==> src/rtl/cram_pkg.sv <==
// Shared definitions for the CellularRAM asynchronous page-mode reader:
// state codes, control-bus bit positions and timing defaults.
package cram_pkg;

  // State codes; these values are what COUT_STATUS reports.
  typedef enum logic [3:0] {
    ST_IDLE      = 4'd0,
    ST_START     = 4'd1,
    ST_WAIT_INIT = 4'd2,
    ST_CAPTURE   = 4'd3,
    ST_WAIT_PAGE = 4'd4,
    ST_DONE      = 4'd5
  } state_e;

  // Bit positions inside COUT_CRAM.
  localparam int CRAM_CE_N  = 0;
  localparam int CRAM_OE_N  = 1;
  localparam int CRAM_WE_N  = 2;
  localparam int CRAM_ADV_N = 3;
  localparam int CRAM_UB_N  = 4;
  localparam int CRAM_LB_N  = 5;
  localparam int CRAM_CRE   = 6;
  localparam int CRAM_CLK   = 7;

  // Timing defaults in Clock cycles (20 ns clock).
  localparam int unsigned T_INIT_DEFAULT = 4;
  localparam int unsigned T_PAGE_DEFAULT = 2;

  // Control pattern presented while reset is held.
  localparam logic [7:0] CRAM_RESET = 8'h3B;

  // Control pattern in normal operation. WE_n, ADV_n, CRE and CRAM_CLK are
  // tied so the device stays in asynchronous page mode; the chip/output/byte
  // enables follow whether a read access is in progress.
  function automatic logic [7:0] cram_ctrl(input logic active);
    logic [7:0] c;
    c             = 8'h00;
    c[CRAM_CE_N]  = ~active;
    c[CRAM_OE_N]  = ~active;
    c[CRAM_WE_N]  = 1'b1;
    c[CRAM_ADV_N] = 1'b0;
    c[CRAM_UB_N]  = ~active;
    c[CRAM_LB_N]  = ~active;
    c[CRAM_CRE]   = 1'b0;
    c[CRAM_CLK]   = 1'b0;
    return c;
  endfunction

endpackage

==> src/rtl/page_mode.sv <==
// Asynchronous page-mode burst reader for a CellularRAM. A start request
// latches a word address and length; the block then reads 1..8 words from
// the same 16-word page, emitting one FIFO write strobe per word and a
// done pulse at the end. All outputs are registered.
module page_mode
  import cram_pkg::*;
#(
  parameter int unsigned T_INIT = T_INIT_DEFAULT,
  parameter int unsigned T_PAGE = T_PAGE_DEFAULT
) (
  input  logic        Clock,
  input  logic        aReset,
  input  logic [21:0] DIN_Address,
  input  logic [2:0]  DIN_Length,
  input  logic        CIN_PM,
  output logic [22:0] DOUT_ADDR,
  output logic [15:0] DOUT_CPU,
  output logic [7:0]  COUT_CRAM,
  output logic        COUT_OUTFIFO,
  output logic [3:0]  COUT_STATUS,
  output logic        COUT_PM,
  inout  wire  [15:0] DIO_CRAM
);

  // Wait-counter reload values: a wait state of L cycles counts L-1 down to 0.
  localparam logic [7:0] INIT_LOAD = (T_INIT > 1) ? 8'(T_INIT - 2) : 8'd0;
  localparam logic [7:0] PAGE_LOAD = (T_PAGE > 1) ? 8'(T_PAGE - 2) : 8'd0;

  state_e      state_q, state_d;
  logic [21:0] addr_q;
  logic [2:0]  rem_q;
  logic [7:0]  wait_q;
  logic [15:0] data_q;
  logic        fifo_q;
  logic        pm_q;
  logic [7:0]  cram_q;
  logic        active_d;

  // The block only ever reads the RAM bus.
  assign DIO_CRAM = 16'hzzzz;

  assign DOUT_ADDR    = {1'b0, addr_q};
  assign DOUT_CPU     = data_q;
  assign COUT_CRAM    = cram_q;
  assign COUT_OUTFIFO = fifo_q;
  assign COUT_STATUS  = state_q;
  assign COUT_PM      = pm_q;

  // Next-state selection; wait states with a length of zero are skipped.
  always_comb begin
    state_d = state_q;
    case (state_q)
      ST_IDLE:      if (CIN_PM) state_d = ST_START;
      ST_START:     state_d = (T_INIT > 1) ? ST_WAIT_INIT : ST_CAPTURE;
      ST_WAIT_INIT: if (wait_q == 8'd0) state_d = ST_CAPTURE;
      ST_CAPTURE: begin
        if (rem_q == 3'd0)  state_d = ST_DONE;
        else if (T_PAGE > 1) state_d = ST_WAIT_PAGE;
        else                 state_d = ST_CAPTURE;
      end
      ST_WAIT_PAGE: if (wait_q == 8'd0) state_d = ST_CAPTURE;
      ST_DONE:      state_d = ST_IDLE;
      default:      state_d = ST_IDLE;
    endcase
  end

  // RAM enables are asserted for every state between START and WAIT_PAGE.
  always_comb begin
    active_d = (state_d == ST_START)   || (state_d == ST_WAIT_INIT) ||
               (state_d == ST_CAPTURE) || (state_d == ST_WAIT_PAGE);
  end

  // FSM state, datapath counters and registered outputs.
  always_ff @(posedge Clock) begin
    if (aReset) begin
      state_q <= ST_IDLE;
      addr_q  <= '0;
      rem_q   <= '0;
      wait_q  <= '0;
      data_q  <= '0;
      fifo_q  <= 1'b0;
      pm_q    <= 1'b0;
      cram_q  <= CRAM_RESET;
    end else begin
      state_q <= state_d;
      // Strobes are registered outputs of the state that produced them, so
      // FIFO write appears with the new data and done follows the last word.
      fifo_q  <= (state_q == ST_CAPTURE);
      pm_q    <= (state_q == ST_DONE);
      // Controls are computed from the next state so they line up with it.
      cram_q  <= cram_ctrl(active_d);
      case (state_q)
        ST_IDLE: begin
          if (CIN_PM) begin
            addr_q <= DIN_Address;
            rem_q  <= DIN_Length;
          end
        end
        ST_START: begin
          wait_q <= INIT_LOAD;
        end
        ST_WAIT_INIT, ST_WAIT_PAGE: begin
          if (wait_q != 8'd0) wait_q <= wait_q - 8'd1;
        end
        ST_CAPTURE: begin
          data_q <= DIO_CRAM;
          if (rem_q != 3'd0) begin
            rem_q       <= rem_q - 3'd1;
            // Page-mode access only wraps within the 16-word page.
            addr_q[3:0] <= addr_q[3:0] + 4'd1;
            wait_q      <= PAGE_LOAD;
          end
        end
        default: ;
      endcase
    end
  end

endmodule

==> config.mk <==
export PLATFORM = sky130hd
export DESIGN_NAME = page_mode
export DESIGN_NICKNAME = d
export VERILOG_FILES = /design/src/rtl/cram_pkg.sv /design/src/rtl/page_mode.sv
export SDC_FILE = /design/constraint.sdc
export NUM_CORES = 1
export LEC_CHECK = 0
export BUFFER_PORTS_ARGS = -buffer_cell sky130_fd_sc_hd__clkbuf_2
export CORE_MARGIN = 3
export CORE_UTILIZATION = 53
export CTS_BUF_LIST = sky130_fd_sc_hd__clkbuf_8
export CTS_CLUSTER_DIAMETER = 80
export DETAILED_ROUTE_END_ITERATION = 8
export PLACE_DENSITY = 0.88
export RECOVER_POWER = 100
export SYNTH_ARGS = -nofsm -noshare
export SYNTH_HDL_FRONTEND = slang
export SYNTH_SLANG_ARGS = --single-unit
==> constraint.sdc <==
create_clock -name Clock -period 5.68 [get_ports Clock]
set_clock_uncertainty 0.2 [all_clocks]
set_input_delay 0 -clock Clock [delete_from_list [all_inputs] [get_ports Clock]]
set_output_delay 0 -clock Clock [all_outputs]
set_load 0.005 [all_outputs]
==> results of run 1 <==
==> per-stage QoR <==
stage / instances / setup WS [ns]
after floorplan: 279 / 3.710
after global placement: 353 / 3.106
after detailed placement: 353 / 3.029
after CTS: 386 / 3.012
after global routing: 386 / 2.004
final: 386 / 2.375
==> cell usage after synthesis, types with 3 or more instances <==
cell type,instances
xor2_1,4
nand3_1,5
inv_1,5
nor3_1,5
nor3b_1,4
a22oi_1,3
nand2_1,47
clkbuf_1,6
buf_4,37
o21ai_0,7
a21oi_1,25
nand4_1,3
ha_1,4
nor2_1,18
buf_6,7
dfxtp_1,43
==> logic make-up after synthesis <==
logic type | share of synthesized area
muxes | 0.01422
xor gates and xnor gates | 0.01593
and+or+nand+nor | 0.2344
adders and majority gates | 0.02275
buffers and inverters | 0.1832
AOI/OAI and AO/OA | 0.1365
other | 0.001705
DFF | 0.3914
==> state kept, by name (all words and copies together), names as in the netlist <==
signal,flops
wait_q,8
DOUT_CPU,1
COUT_PM,1
addr_q,22
COUT_CRAM,3
rem_q,3
COUT_OUTFIFO,1
COUT_STATUS,4
==> worst max-delay path: stages, from the launching register on <==
cell       delay, ns
dfxtp_1         0.65
nand4bb_1       0.66
o22ai_1         1.11
o21ai_0         0.25
a22oi_1         0.21
nor2_1          0.05
==> what timing repair did <==
action | 4_1_cts | 5_1_grt
endpoints found under the setup margin | 0 | 0
hold buffers | 25 | 0
endpoints found under the hold margin | 25 | 0
==> metal layers <==
metal | part of all wire | global-route usage | vias up
met5 | 0 | 0 | -
met4 | 0.020 | 0.06596 | 0
met3 | 0.073 | 0.06906 | 13
met2 | 0.50 | 0.3472 | 76
met1 | 0.41 | 0.2345 | 879
li1 | - | - | 974
==> power by group <==
part,switching [mW],total (mW),internal [mW],leakage (nW)
combinational,0.0478,0.0895,0.0418,0.739
clock,0.106,0.191,0.0855,0.0402
sequential,0.0120,0.327,0.315,0.351
==> layout make-up <==
cell class / count / area [µm²] / share of cell area
inverter: 5 / 18.77 / 0.007201
timing repair buffer: 102 / 605.6 / 0.2324
tap: 48 / 60.06 / 0.02304
sequential: 43 / 860.8 / 0.3303
clock buffer: 5 / 68.82 / 0.02640
multi-input combinational: 180 / 972.2 / 0.3730
clock inverter: 3 / 20.02 / 0.007681
==> path summary, 6_finish.rpt <==
check,from,end,slack [ns],depth (start not counted)
max reg2reg,COUT_STATUS[1],addr_q[2],2.38,5
min reg2reg,addr_q[14],addr_q[14],0.26,2
max,COUT_STATUS[1],addr_q[2],2.38,5
min,CIN_PM,addr_q[8],0.13,5
==> results.md, run 1 <==
| Step | Parameter | This run |
|---|---|---|
| synth | Leading register cell type out of synthesis | dfxtp_1 |
| synth | Number of different library cells in the post-synthesis netlist | 43 |
| sta | Transition time at the pin with the least slew margin | 1.547 ns |
| sta | Number of hold violations in the final report | 0 |
| worst setup path | Required time at the worst-slack endpoint | 5.61 ns |
| clocking | CTS tree | built |
| synth | Average size of a mapped cell | 8.460 µm² |
| routing | First-iteration detailed-routing DRC count | 94 |
| sta | Shortest period the worst path allows | 3.305 ns |
| place | Input/output buffers | 77 |
| power and ir drop | Leak pwr | 1.130 nW |
| power and ir drop | Worst voltage drop across the vdd grid | 0.0001751 V |
| clocking | Number of clock sinks | 43 |
| die | Die ar. | 0.004959 mm² |
| die | IO Count | 97 |
| final layout | Fraction of final layout cells with drive strength greater than 1 | 0.2012 |
| routing | Routed Antenna Nets | 0 |
| place | Placed inst area | 0.002332 mm² |
| clocking | Post-cts resize count | 0 |
| global routing | Total global routing overflow | 0 |
| synth | Top area cells in the synthesized netlist | dfxtp_1 39%, buf_4 13%, nand2_1 8.0% |
| routing | Remaining design rule violation count | 0 |
| routing | Total length of routed wires | 5051 µm |
| clocking | Postcts setup bufs | 0 |
| die | Starting Density | 0.5749 |
| final layout | Synthesis-to-finish area growth | 18.49% |
| sta | Final TNS setup | 0 ns |
| sta | Count of pins over their slew limit | 35 |
| die | Number of core rows | 22 |
| worst setup path | Data arrival time of the worst path | 3.24 ns |
| synth | Post-synthesis instance area | 0.002200 mm² |
| die | Width of the chip | 70.42 µm |
| global routing | Tot GR Track Use | 0.2025 |
| final layout | Leading cell types in the layout, fill and taps excluded | 53 x clkbuf_2, 47 x nand2_1, 43 x dfxtp_1, 25 x a21oi_1, 25 x dlygate4sd3_1 |
| synth | Part of the Yosys area used for sequential elements | 0.3914 |
| die | Core footprint | 0.003826 mm² |
| synth | Post-synth top area share | 0.3914 |
| place | HPWL after detailed placement | 3014 µm |
| worst setup path | Crit start category | flip-flop |
| clocking | Maximum level of the CTS H-tree | 2 |
| routing | Via count of the routed design | 1942 |
| synth | Yosys reg bits | 43 |
| final layout | Summed area of non-filler cells in the final layout | 0.002606 mm² |
| clocking | Max Root-Sink Buffers | 2 |
| sta | Post-route worst hold slack | 0.1308 ns |
| final layout | Ant diodes | 0 |
| die | Die Y-Extent | 70.42 µm |
| worst setup path | Maximum fanout along the worst path | 19 |
| sta | Final Cycle Share | 0.5819 |
| final layout | Most common cell after layout, fill and taps aside | clkbuf_2 |
| routing | Routed len/inst | 13.09 µm |
| clocking | Clock tree root driver cell | clkbuf_8 |
| final layout | Nets | 369 |
| global routing | Number of antenna violations at the first check in global routing | 0 |
| sta | Unrepaired setup endpoints after global routing | false |
| run | Number of max-cap violations | 1 |
| power and ir drop | Final Total Pwr | 0.6077 mW |
| global routing | Pin count of the biggest net entering global routing | 35 |
| power and ir drop | Pwr Density | 233.2 mW/mm² |
| sta | Highest Clock Rate | 302.6 MHz |
| clocking | Clock-pin slew reported for the worst setup and hold paths after clock tree synthesis | 0.08 ns |
| global routing | Wire length of the first global-routing pass | 8114 µm |
| sta | # setup viols final | 0 |
| worst hold path | Hold Path Class | in -> reg |
| clocking | Number of clock buffers inserted by TritonCTS | 5 |
| synth | Top cell type by total area after synthesis | dfxtp_1 |
| clocking | Clock latency reported for the late side of the worst-skew pair | 0.30 ns |
| synth | Yosys warning count | 0 |
| global routing | Number of global-route vias before repair | 1763 |
| worst setup path | Element type at the critical path end | flip-flop |
| place | Final estimated routing congestion in global placement | 0.8203 |
| sta | Slew Limit Headroom | -0.03128 |
| run status | Result of the run | finished, violations left |
| final layout | Share of the core filled with cells in the final layout | 0.6812 |
| routing | Pre-Repair DR Iteration Count | 5 |
| synth | Mapped Cells | 260 |
| synth | Async set-or-reset flop fraction in the synthesized netlist | 0 |
| synth | Post-synth EDFFs | 0 |
| worst setup path | Start-to-end type of the worst setup path | reg -> reg |
| routing | Via density | 5.031 |
| final layout | Filler cell count | 318 |
| run status | Violated checks | capacitance limit, slew limit |
No activity file was read; power rests on OpenSTA's default activity.
==> run 2: changes to the inputs <==
--- a/config.mk
+++ b/config.mk
@@ -7,11 +7,11 @@
 export LEC_CHECK = 0
 export BUFFER_PORTS_ARGS = -buffer_cell sky130_fd_sc_hd__clkbuf_2
 export CORE_MARGIN = 3
-export CORE_UTILIZATION = 53
+export CORE_UTILIZATION = 44
 export CTS_BUF_LIST = sky130_fd_sc_hd__clkbuf_8
 export CTS_CLUSTER_DIAMETER = 80
 export DETAILED_ROUTE_END_ITERATION = 8
-export PLACE_DENSITY = 0.88
+export PLACE_DENSITY = 0.78
 export RECOVER_POWER = 100
 export SYNTH_ARGS = -nofsm -noshare
 export SYNTH_HDL_FRONTEND = slang
==> constraint.sdc (replaced) <==
create_clock -name Clock -period 2.75 [get_ports Clock]
set_clock_uncertainty 0.2 [all_clocks]
set_input_delay 0 -clock Clock [delete_from_list [all_inputs] [get_ports Clock]]
set_output_delay 0 -clock Clock [all_outputs]
set_load 0.005 [all_outputs]
==> results.md, run 2 (same netlist as run 1, synthesis figures left out) <==
| Step | Parameter | This run |
|---|---|---|
| sta | Final TNS setup | 0 ns |
| die | Die Y-Extent | 76.71 µm |
| worst setup path | Start-to-end type of the worst setup path | reg -> reg |
| routing | Pre-Repair DR Iteration Count | 4 |
| routing | Remaining design rule violation count | 0 |
| final layout | Leading cell types in the layout, fill and taps excluded | 48 x clkbuf_2, 47 x nand2_1, 43 x dfxtp_1, 29 x clkbuf_1 |
| final layout | Most common cell after layout, fill and taps aside | clkbuf_2 |
| global routing | Wire length of the first global-routing pass | 7893 µm |
| run status | Result of the run | finished, violations left |
| clocking | Postcts setup bufs | 0 |
| clocking | CTS tree | built |
| sta | Highest Clock Rate | 430.7 MHz |
| place | HPWL after detailed placement | 3095 µm |
| sta | Count of pins over their slew limit | 35 |
| sta | Number of hold violations in the final report | 0 |
| worst setup path | Data arrival time of the worst path | 2.24 ns |
| global routing | Total global routing overflow | 0 |
| final layout | Register with the highest flop count | addr_q |
| worst hold path | Hold Path Class | in -> reg |
| worst hold path | Hold Path End | addr_q[0] |
| die | Die ar. | 0.005884 mm² |
| die | Starting Density | 0.4596 |
| worst setup path | Required time at the worst-slack endpoint | 2.66 ns |
| routing | Total length of routed wires | 4724 µm |
| clocking | Post-cts resize count | 0 |
| worst setup path | Element type at the critical path end | flip-flop |
| final layout | Fraction of final layout cells with drive strength greater than 1 | 0.1971 |
| die | Width of the chip | 76.71 µm |
| sta | Final Cycle Share | 0.8443 |
| sta | Transition time at the pin with the least slew margin | 1.539 ns |
| final layout | Ant diodes | 0 |
| worst setup path | Critical register-to-register path endpoint | addr_q[7] |
| die | IO Count | 97 |
| clocking | Clock latency reported for the late side of the worst-skew pair | 0.30 ns |
| worst setup path | Origin of the critical flop-to-flop path | COUT_STATUS[1] |
| final layout | Nets | 371 |
| clocking | Maximum level of the CTS H-tree | 2 |
| global routing | Number of global-route vias before repair | 1755 |
| global routing | Number of antenna violations at the first check in global routing | 0 |
| final layout | Synthesis-to-finish area growth | 21.33% |
| run | Number of max-cap violations | 1 |
| routing | Routed Antenna Nets | 0 |
| clocking | Clock-pin slew reported for the worst setup and hold paths after clock tree synthesis | 0.09 ns |
| die | Number of core rows | 25 |
| clocking | Number of clock buffers inserted by TritonCTS | 5 |
| routing | First-iteration detailed-routing DRC count | 75 |
| global routing | Pin count of the biggest net entering global routing | 35 |
| run status | Violated checks | capacitance limit, slew limit |
| worst setup path | Register-to-Register Path Depth | 4 |
| sta | Post-route worst hold slack | 0.2079 ns |
| worst setup path | CP startpoint | COUT_STATUS[1] |
| worst setup path | Crit start category | flip-flop |
| worst setup path | Reg2Reg Setup Slack | 0.43 ns |
| place | Final estimated routing congestion in global placement | 0.7498 |
| place | Input/output buffers | 77 |
| clocking | Clock tree root driver cell | clkbuf_8 |
| global routing | Tot GR Track Use | 0.1637 |
| sta | Unrepaired setup endpoints after global routing | false |
| power and ir drop | Pwr Density | 476.4 mW/mm² |
| clocking | Hold buffers post-CTS | 25 |
| final layout | Max reg flops | 22 |
| sta | Shortest period the worst path allows | 2.322 ns |
| routing | Routed len/inst | 11.61 µm |
| power and ir drop | Leak pwr | 1.132 nW |
| routing | Via count of the routed design | 1880 |
| die | Core footprint | 0.004786 mm² |
| routing | Via density | 4.619 |
| clocking | Number of clock sinks | 43 |
| worst hold path | Instance count along the most critical hold path | 5 |
| power and ir drop | Worst voltage drop across the vdd grid | 0.0004249 V |
| worst setup path | Maximum fanout along the worst path | 20 |
| worst hold path | Hold path startpoint | CIN_PM |
| clocking | Max Root-Sink Buffers | 2 |
| sta | Slew Limit Headroom | -0.02567 |
| sta | # setup viols final | 0 |
run 2: area by class of cell:
class,count,area (µm²)
clock buffers,5,68.82
fillers,455,2117
flip-flops and latches,43,860.8
clock inverters,3,25.02
well taps,67,83.83
multi-input cells,180,997.2
repair buffers,104,614.3
inverters,5,18.77
run 2: critical path, cell delays in order, from the launching register on:
cell	delay, ns
dfxtp_1	0.46
or4b_1	0.67
or2_1	0.53
nand2_1	0.19
a21oi_1	0.09
run 2: power by group:
| group | internal, mW | leakage [nW] | switching [mW] |
|---|---|---|---|
| registers | 0.651 | 0.351 | 0.0241 |
| logic | 0.0887 | 0.737 | 0.0987 |
| clock network | 0.181 | 0.0443 | 0.227 |
| total | 0.921 | 1.13 | 0.350 |
run 2: stage by stage:
stage / worst slack, ns / cell area, µm² / instances / utilization / total power [mW]
4_1_cts: 0.5372 / 2715 / 407 / 0.5673 / 1.286
2_1_floorplan: 0.7801 / 2271 / 279 / - / 0.8209
3_5_place_dp: 0.5571 / 2371 / 374 / 0.4954 / 0.8520
3_3_place_gp: 0.6193 / 2371 / 374 / 0.4954 / 0.8470
5_1_grt: 0.2890 / 2669 / 407 / 0.5576 / 1.334
6_report: 0.4282 / 2669 / 407 / 0.5576 / 1.271
run 2: layer usage:
layer | global-route usage | vias to the layer above | share of wire
met5 | 0 | - | 0
met4 | 0.05797 | 0 | 0.020
met3 | 0.05516 | 11 | 0.079
met2 | 0.2848 | 75 | 0.47
met1 | 0.1856 | 822 | 0.43
li1 | - | 972 | -
run 2: how the worst max path moves through the flow:
stage | cells after the start | slack (ns) | to
final | 4 | 0.43 | addr_q[7]
after global routing | 4 | 0.29 | addr_q[13]
after CTS | 5 | 0.54 | addr_q[3]
after detailed placement | 5 | 0.56 | addr_q[3]
after global placement | 5 | 0.62 | addr_q[3]
after floorplan | 7 | 0.78 | wait_q[5]
==> run 3: changes to the inputs <==
==> constraint.sdc (replaced) <==
create_clock -name Clock -period 2.1 [get_ports Clock]
set_clock_uncertainty 0.2 [all_clocks]
set_input_delay 0 -clock Clock [delete_from_list [all_inputs] [get_ports Clock]]
set_output_delay 0 -clock Clock [all_outputs]
set_load 0.005 [all_outputs]
==> results.md, run 3 (same netlist as run 1, synthesis figures left out) <==
| Step | Parameter | This run |
|---|---|---|
| run status | Result of the run | completed |
| die | IO Count | 97 |
| final layout | Most common cell after layout, fill and taps aside | clkbuf_2 |
| final layout | Filler cell count | 447 |
| final layout | Leading cell types in the layout, fill and taps excluded | 58 x clkbuf_2, 47 x nand2_1, 42 x dfxtp_1, 26 x dlygate4sd3_1, 23 x a21oi_1 |
| final layout | Ant diodes | 0 |
| die | Core footprint | 0.004786 mm² |
| power and ir drop | Pwr Density | 676.7 mW/mm² |
| routing | Total length of routed wires | 4827 µm |
| final layout | Reg area | 862.1 µm² |
| global routing | Pin count of the biggest net entering global routing | 24 |
| die | Number of core rows | 25 |
| final layout | Synthesis-to-finish area growth | 29.01% |
| sta | # setup viols final | 0 |
| worst setup path | Maximum fanout along the worst path | 5 |
| power and ir drop | Leak pwr | 1.241 nW |
| final layout | Nets | 382 |
| power and ir drop | Worst voltage drop across the vdd grid | 0.0005154 V |
| worst setup path | Crit start category | flip-flop |
| worst setup path | Required time at the worst-slack endpoint | 2.09 ns |
| final layout | Max reg flops | 22 |
| power and ir drop | Final Total Pwr | 1.920 mW |
| final layout | Fraction of final layout cells with drive strength greater than 1 | 0.2707 |
| global routing | Total global routing overflow | 0 |
| routing | Remaining design rule violation count | 0 |
| global routing | Wire length of the first global-routing pass | 8086 µm |
| run | Number of max-cap violations | 0 |
| routing | First-iteration detailed-routing DRC count | 86 |
| global routing | Number of antenna violations at the first check in global routing | 0 |
| sta | Shortest period the worst path allows | 2.035 ns |
| final layout | Multi-input gate area in the final layout | 0.001028 mm² |
| worst setup path | Element type at the critical path end | flip-flop |
| global routing | Tot GR Track Use | 0.1661 |
| routing | Routed Antenna Nets | 0 |
| clocking | Number of clock sinks | 43 |
| clocking | CTS tree | built |
| sta | Highest Clock Rate | 491.3 MHz |
| routing | Routed len/inst | 11.55 µm |
| die | Die Y-Extent | 76.71 µm |
| routing | Pre-Repair DR Iteration Count | 6 |
| place | Final estimated routing congestion in global placement | 0.8277 |
| die | Die ar. | 0.005884 mm² |
| worst setup path | Data arrival time of the worst path | 2.02 ns |
| sta | Count of pins over their slew limit | 0 |
| final layout | Register with the highest flop count | addr_q |
| place | HPWL after detailed placement | 3176 µm |
| routing | Via count of the routed design | 1968 |
| sta | Number of hold violations in the final report | 0 |
| clocking | Clock latency reported for the late side of the worst-skew pair | 0.30 ns |
| global routing | Number of global-route vias before repair | 1808 |
| clocking | Max Root-Sink Buffers | 2 |
| clocking | Number of clock buffers inserted by TritonCTS | 5 |
| worst setup path | Start-to-end type of the worst setup path | reg -> reg |
| routing | Via density | 4.708 |
| die | Width of the chip | 76.71 µm |
| sta | Final Cycle Share | 0.9692 |
| clocking | Clock-pin slew reported for the worst setup and hold paths after clock tree synthesis | 0.09 ns |
| die | Starting Density | 0.4596 |
| sta | Post-route worst hold slack | 0.1402 ns |
| worst hold path | Hold Path Class | in -> reg |
| place | Input/output buffers | 77 |
| sta | Post-route worst setup slack | 0.06474 ns |
| clocking | Clock tree root driver cell | clkbuf_8 |
| clocking | Maximum level of the CTS H-tree | 2 |
| place | Post-place setup slack | 0.05874 ns |
run 3: cell count changes in the layout (fill, tap and decap cells not counted), sizes merged:
cell	change
buf	+9
clkinv	-2
dlygate4sd3	+1
clkbuf	+1
bufinv	+2
run 3: final cells by class:
class                      count  area share
sequential                    43      0.3038
multi-input combinational    180      0.3624
clock buffer                   5     0.02425
timing repair buffer         115      0.2496
inverter                       5    0.006614
clock inverter                 3     0.02381
tap                           67     0.02954
run 3: routing by layer:
metal  global-route usage  part of all wire  up-vias
met5                    0                 0        -
met2               0.2918              0.47       72
met1               0.1919              0.43      895
met4              0.04167             0.012        0
met3              0.05751             0.088        7
li1                     -                 -      994
run 3: through the flow:
| step | cell area [µm²] | utilization | setup TNS, ns | std cells |
|---|---|---|---|---|
| floorplan | 2271 | - | 0 | 279 |
| global placement | 2431 | 0.5080 | 0 | 382 |
| detailed placement | 2431 | 0.5080 | 0 | 382 |
| CTS | 2828 | 0.5909 | 0 | 416 |
| global route | 2838 | 0.5929 | -0.03206 | 418 |
| finish | 2838 | 0.5929 | 0 | 418 |
run 3: path summary, 6_finish.rpt:
kind / depth (start not counted) / end / slack, ns / startpoint
worst max register to register: 8 / wait_q[7] / 0.06 / rem_q[0]
worst max-delay path: 8 / wait_q[7] / 0.06 / rem_q[0]
worst min register to register: 2 / addr_q[12] / 0.26 / addr_q[12]
worst min-delay path: 5 / rem_q[0] / 0.14 / CIN_PM
run 3: critical path: stages, from the launching register on:
cell	delay, ns
dfxtp_2	0.33
inv_1	0.06
ha_1	0.20
and2b_2	0.23
a31oi_4	0.23
nand4_2	0.15
buf_4	0.18
o31ai_1	0.26
a21oi_2	0.09
run 3: power breakdown:
group / internal, mW / switching, mW
logic: 0.134 / 0.141
registers: 0.852 / 0.0261
clock network: 0.474 / 0.293
run 3: repair_timing:
item	4_1_cts	5_1_grt
hold buffers	26	0
resized for setup	0	6
endpoints found under the setup margin	0	4
setup buffers	0	2
hold endpoints to repair	33	0
